**config.mk**
```make
export PLATFORM = sky130hd
export DESIGN_NAME = jtag_tap_ctrl
export DESIGN_NICKNAME = d
export VERILOG_FILES = /design/src/rtl/jtag_tap_ctrl.sv
export SDC_FILE = /design/constraint.sdc
export NUM_CORES = 1
export LEC_CHECK = 0
export ABC_AREA = 1
export CORE_MARGIN = 8
export CORE_UTILIZATION = 40
export CTS_BUF_LIST = sky130_fd_sc_hd__clkbuf_4
export DETAILED_ROUTE_END_ITERATION = 6
export GPL_TIMING_DRIVEN = 0
export PLACE_DENSITY_LB_ADDON = 0.05
export SETUP_SLACK_MARGIN = 0.5
export SYNTH_ARGS = -nofsm -noshare
export SYNTH_HDL_FRONTEND = slang
export SYNTH_SLANG_ARGS = --single-unit
```
**constraint.sdc**
```tcl
create_clock -name tck -period 1.5 [get_ports tck]
set_input_delay 0.15 -clock tck [delete_from_list [all_inputs] [get_ports tck]]
set_output_delay 0.15 -clock tck [all_outputs]
set_load 0.01 [all_outputs]
```
**src/rtl/jtag_tap_ctrl.sv**
```systemverilog
// jtag_tap_ctrl: IEEE 1149.1 TAP controller with IR, bypass and IDCODE registers driving a BC_2 boundary chain
module jtag_tap_ctrl #(
    parameter int                  IR_WIDTH    = 4,
    parameter logic [IR_WIDTH-1:0] SAMPLE_CODE = IR_WIDTH'(1),
    parameter logic [IR_WIDTH-1:0] IDCODE_CODE = IR_WIDTH'(2),
    parameter logic [31:0]         IDCODE_VAL  = 32'h1000_0001
) (
    input  logic       tck,
    input  logic       trst,
    input  logic       tms,
    input  logic       tdi,
    input  logic       so,
    output logic       tdo,
    output logic       tdo_en,
    output logic       shift_dr,
    output logic       capture_en,
    output logic       update_en,
    output logic       mode,
    output logic [3:0] tap_state
);
    typedef enum logic [3:0] {
        TLR    = 4'hF, RTI    = 4'hC, SEL_DR = 4'h7, CAP_DR = 4'h6,
        SH_DR  = 4'h2, EX1_DR = 4'h1, PAU_DR = 4'h3, EX2_DR = 4'h0,
        UPD_DR = 4'h5, SEL_IR = 4'h4, CAP_IR = 4'hE, SH_IR  = 4'hA,
        EX1_IR = 4'h9, PAU_IR = 4'hB, EX2_IR = 4'h8, UPD_IR = 4'hD
    } state_t;

    state_t              state_q, state_d;
    logic [IR_WIDTH-1:0] ir_latch_q, ir_latch_d, ir_shift_q, ir_shift_d;
    logic                bypass_q, bypass_d;
    logic [31:0]         idcode_q, idcode_d;
    logic                is_extest, is_sample, is_idcode, boundary;

    always_comb begin
        state_d = TLR;
        unique case (state_q)
            TLR:            state_d = tms ? TLR    : RTI;
            RTI:            state_d = tms ? SEL_DR : RTI;
            SEL_DR:         state_d = tms ? SEL_IR : CAP_DR;
            SEL_IR:         state_d = tms ? TLR    : CAP_IR;
            CAP_DR, SH_DR:  state_d = tms ? EX1_DR : SH_DR;
            EX1_DR:         state_d = tms ? UPD_DR : PAU_DR;
            PAU_DR:         state_d = tms ? EX2_DR : PAU_DR;
            EX2_DR:         state_d = tms ? UPD_DR : SH_DR;
            CAP_IR, SH_IR:  state_d = tms ? EX1_IR : SH_IR;
            EX1_IR:         state_d = tms ? UPD_IR : PAU_IR;
            PAU_IR:         state_d = tms ? EX2_IR : PAU_IR;
            EX2_IR:         state_d = tms ? UPD_IR : SH_IR;
            UPD_DR, UPD_IR: state_d = tms ? SEL_DR : RTI;
            default:        state_d = TLR;
        endcase
    end

    always_comb begin
        ir_shift_d = state_q == CAP_IR ? IR_WIDTH'(1)
                   : state_q == SH_IR  ? {tdi, ir_shift_q[IR_WIDTH-1:1]} : ir_shift_q;
        ir_latch_d = state_d == TLR    ? IDCODE_CODE
                   : state_q == UPD_IR ? ir_shift_q : ir_latch_q;
        bypass_d   = state_q == CAP_DR ? 1'b0 : state_q == SH_DR ? tdi : bypass_q;
        idcode_d   = state_q == CAP_DR ? IDCODE_VAL
                   : state_q == SH_DR  ? {tdi, idcode_q[31:1]} : idcode_q;
    end

    always_ff @(posedge tck or posedge trst) begin
        if (trst) begin
            state_q    <= TLR;
            ir_latch_q <= IDCODE_CODE;
            ir_shift_q <= '0;
            bypass_q   <= 1'b0;
            idcode_q   <= IDCODE_VAL;
        end else begin
            state_q    <= state_d;
            ir_latch_q <= ir_latch_d;
            ir_shift_q <= ir_shift_d;
            bypass_q   <= bypass_d;
            idcode_q   <= idcode_d;
        end
    end

    // Any opcode not otherwise decoded falls through to BYPASS
    assign is_extest  = ir_latch_q == '0;
    assign is_sample  = ir_latch_q == SAMPLE_CODE;
    assign is_idcode  = ir_latch_q == IDCODE_CODE;
    assign boundary   = is_extest | is_sample;
    assign tap_state  = state_q;
    assign shift_dr   = state_q == SH_DR;
    assign tdo_en     = shift_dr | (state_q == SH_IR);
    assign capture_en = !(boundary && (state_q == CAP_DR || state_q == SH_DR));
    assign update_en  = boundary && state_q == UPD_DR;
    assign mode       = is_extest;
    assign tdo        = state_q == SH_IR ? ir_shift_q[0]
                      : shift_dr ? (boundary ? so : is_idcode ? idcode_q[0] : bypass_q) : 1'b0;
endmodule

```
==> impl_results.md <==
- Outcome: complete, but fails checks
- Failing checks: setup timing
- # diodes: 0
- Root buffer cell: clkbuf_4
- Final wirelength: 4630 um
- Total Power: 5970 uW
- P_int: 3540 uW
- Crit start category: register
- Slew @ Worst Pin: 0.909 ns
- Clk pin slew, worst setup/hold paths: 0.13 ns
- Async SR Flop Fraction: 100%
- Synth unique cells: 25
- FF-to-FF setup slack: -0.17 ns
- Die area: 7520 sq um
- Period minus WS final: 1.82 ns
- GP Congestion: 0.880
- Crit path DAT: 1.67 ns
- Synth Area in Simple Gates: 15.9%
- Top cell by count, worst path: nand2_8
- Fmax: 550 MHz
- LEAKAGE: 0.00134 uW
- NetSw: 2420 uW
- Final worst setup slack: -0.318 ns
- Skew final: 0.0218 ns
- Peak supply drop: 0.730 mV
- Die width: 86.7 um
- Synth-to-Final Area Change: 50.3%
- Crit Path Max Fanout: 3
- Clock Sinks: 44
- CTS H-Tree Depth: 2
- Leading post-synthesis cells by cell area: dfrtp_1, o22ai_1, dfstp_2
- Fraction of layout cells with a size suffix above 1: 56.2%
- Register area share after synthesis: 55.5%
- Top-count cell post-synth: inv_1
- CTS Hold Bufs: 0
- Die height: 86.7 um
- Overall Global Routing Usage: 12.1%
- Compound-Gate Fraction of Synth Area: 15.1%
- Comb power frac: 61.8%
- RSZ-0062 raised after global routing: yes
- Starting Density: 41.8%
- Max-slew violation count: 0
- Mux cell area share after synthesis: 0%
- Filler cells: 390
- Net Count, Synth: 214
- CTS max path bufs: 2
- Adder-cell share of the synthesized area: 0%
- Antenna violation net count after detailed routing: 0
- Yosys warnings: 0
- Remaining global-route overflow: 0
- Initial drt markers: 51
- DR vias: 1606
- Final Core Density: 62.8%
- Synth top area share: 46.3%
- Kind of capture point of the worst setup path: primary output
- EDFF count, synth: 0
- Vias in the first global route: 1641
- Worst EP required: 1.35 ns
- CTS tree: done
- Clock buffer count from CTS: 5
- XOR/XNOR Fraction of Synth Area: 0%
- Most used flip-flop cell after synthesis: dfrtp_1
- #FFs+latches synth: 44
- Clock share of power: 9.8%
- Sw Share: 40.6%
- Dpl hpwl: 2700 um
- Drt wl/cell: 14.0 um
- CORE AREA: 4790 sq um
- Sequential fraction of design power: 28.4%
- Critical-path cell list: buf_6 > nand2_8 > inv_8 > nand2_8 > nor2_4 > o21ai_2 > o22ai_2 > buf_2
- R2r endpoint: ir_latch_q[0]$_DFFE_PP0P_
- Slowest stage delay, CP: 0.57 ns
- First-pass GRT wire length: 7240 um
- Ports: 15
- Tcrit/Tclk final: 121%
- Worst r2r path cells: 12
- Setup TNS: -4.72 ns
- Relative slew slack: 39.2%
- Crit. Startpoint: tap_state[1]$_DFF_PP1_
- DRC Markers: 0
- Vias per cell: 4.84
- Cell count after synthesis: 209
- Final Hold Violating Endpoints: 0
- Final setup vio count: 42
- Nets: 269
- Main combinational cell family by area after synthesis: simple AND/OR/NAND/NOR gates
- Largest area contributor in the netlist: dfrtp_1
- Critical R2R Launch: tap_state[1]$_DFF_PP1_
- Clk Latency, worst-skew pair: 0.36 ns
- Crit-path slowest cell: dfstp_2
- Synth top cells by count: inv_1, dfrtp_1, o22ai_1, nand2_1, o21ai_0
- Num rows: 25
- Tightest Hold Check Type: input pin to asynchronous set/reset pin
- Mapped Area: 2000 sq um
- Pwr/cell area: 1980 nW/um^2
- Antenna violations before repair: 0
- Kind of cell adding the most delay to the critical path: flip-flops
- Port buffer count: 14
- Largest net degree at the start of global routing: 45
- Crit path kind: register to primary output
- Buf/Inv on CP: 3
- First-pass DRT Iterations: 4
- Mapped Avg Cell Area: 9.57 sq um
- MaxCap Viol Count: 0
- CP Depth: 8
==> routing by layer <==
| layer | share of wire (%) | vias to the layer above | global-route usage [%] |
|---|---|---|---|
| li1 | - | 778 | - |
| met1 | 41 | 794 | 13.4 |
| met2 | 54 | 24 | 20.6 |
| met3 | 4.0 | 10 | 3.78 |
| met4 | 1.8 | 0 | 5.79 |
| met5 | 0 | - | 0 |
==> registers in the layout, indices dropped and copies added (netlist names) <==
name / count
bypass_q: 1
idcode_q: 31
ir_latch_q: 4
tap_state: 4
ir_shift_q: 4
==> timing repair <==
| action | CTS | global route |
|---|---|---|
| setup endpoints to repair | 54 | 54 |
| cloned | 1 | 1 |
| pin swaps | 4 | 15 |
| gates resized for setup | 68 | 86 |
| setup buffers | 20 | 12 |
==> cell families (layout without fill, tap and decap cells) <==
| logic type | after synthesis | in the layout |
|---|---|---|
| flip-flops | 44 | 44 |
| AO/OA/AOI/OAI | 48 | 48 |
| buffers and inverters | 62 | 118 |
| AND/OR/NAND/NOR | 55 | 55 |
==> final cells by class <==
| class | instances | area, sq um | area share [%] |
|---|---|---|---|
| Buffer | 8 | 115 | 3.83 |
| Clock buffer | 7 | 52.6 | 1.75 |
| Clock inverter | 1 | 3.75 | 0.125 |
| Inverter | 54 | 244 | 8.11 |
| Multi-Input combinational cell | 103 | 940 | 31.2 |
| Sequential cell | 44 | 1110 | 36.9 |
| Tap cell | 67 | 83.8 | 2.79 |
| Timing Repair Buffer | 48 | 459 | 15.3 |
==> metrics by stage <==
stage	hold slack [ns]	instances	setup slack, ns	area (sq um)
global placement	0.492	290	-0.451	2270
CTS	0.337	319	-0.291	2560
global route	0.368	332	-0.390	3010
floorplan	0.152	209	0.0519	2040
finish	0.303	332	-0.318	3010
detailed placement	0.493	290	-0.452	2270
==> worst max path at each step <==
stage	endpoint
after detailed placement	tdo
after global routing	tdo
after floorplan	idcode_q[28]$_DFFE_PP1N_
after CTS	tdo
final	tdo
after global placement	tdo
==> power by group through the flow <==
stage | clock [uW] | sequential, uW | combinational, uW
finish | 582 | 1700 | 3690
CTS | 607 | 1670 | 2710
detailed placement | 0 | 1730 | 2060
global placement | 0 | 1720 | 2020
floorplan | 0 | 1720 | 1520
global route | 659 | 1720 | 3970
==> placed cells by master (no fill, tap or decap), drive strengths merged <==
master / count
inv: 52
buf: 52
dfrtp: 37
o22ai: 32
nand2: 25
nor2: 18
o21ai: 13
nand3: 11
clkbuf: 7
dfstp: 7
clkdlybuf4s50: 4
clkinv: 2
o211ai: 1
a21oi: 1
nand4: 1
o22a: 1
clkinvlp: 1
Note: power is estimated with default switching activity, not from simulation.
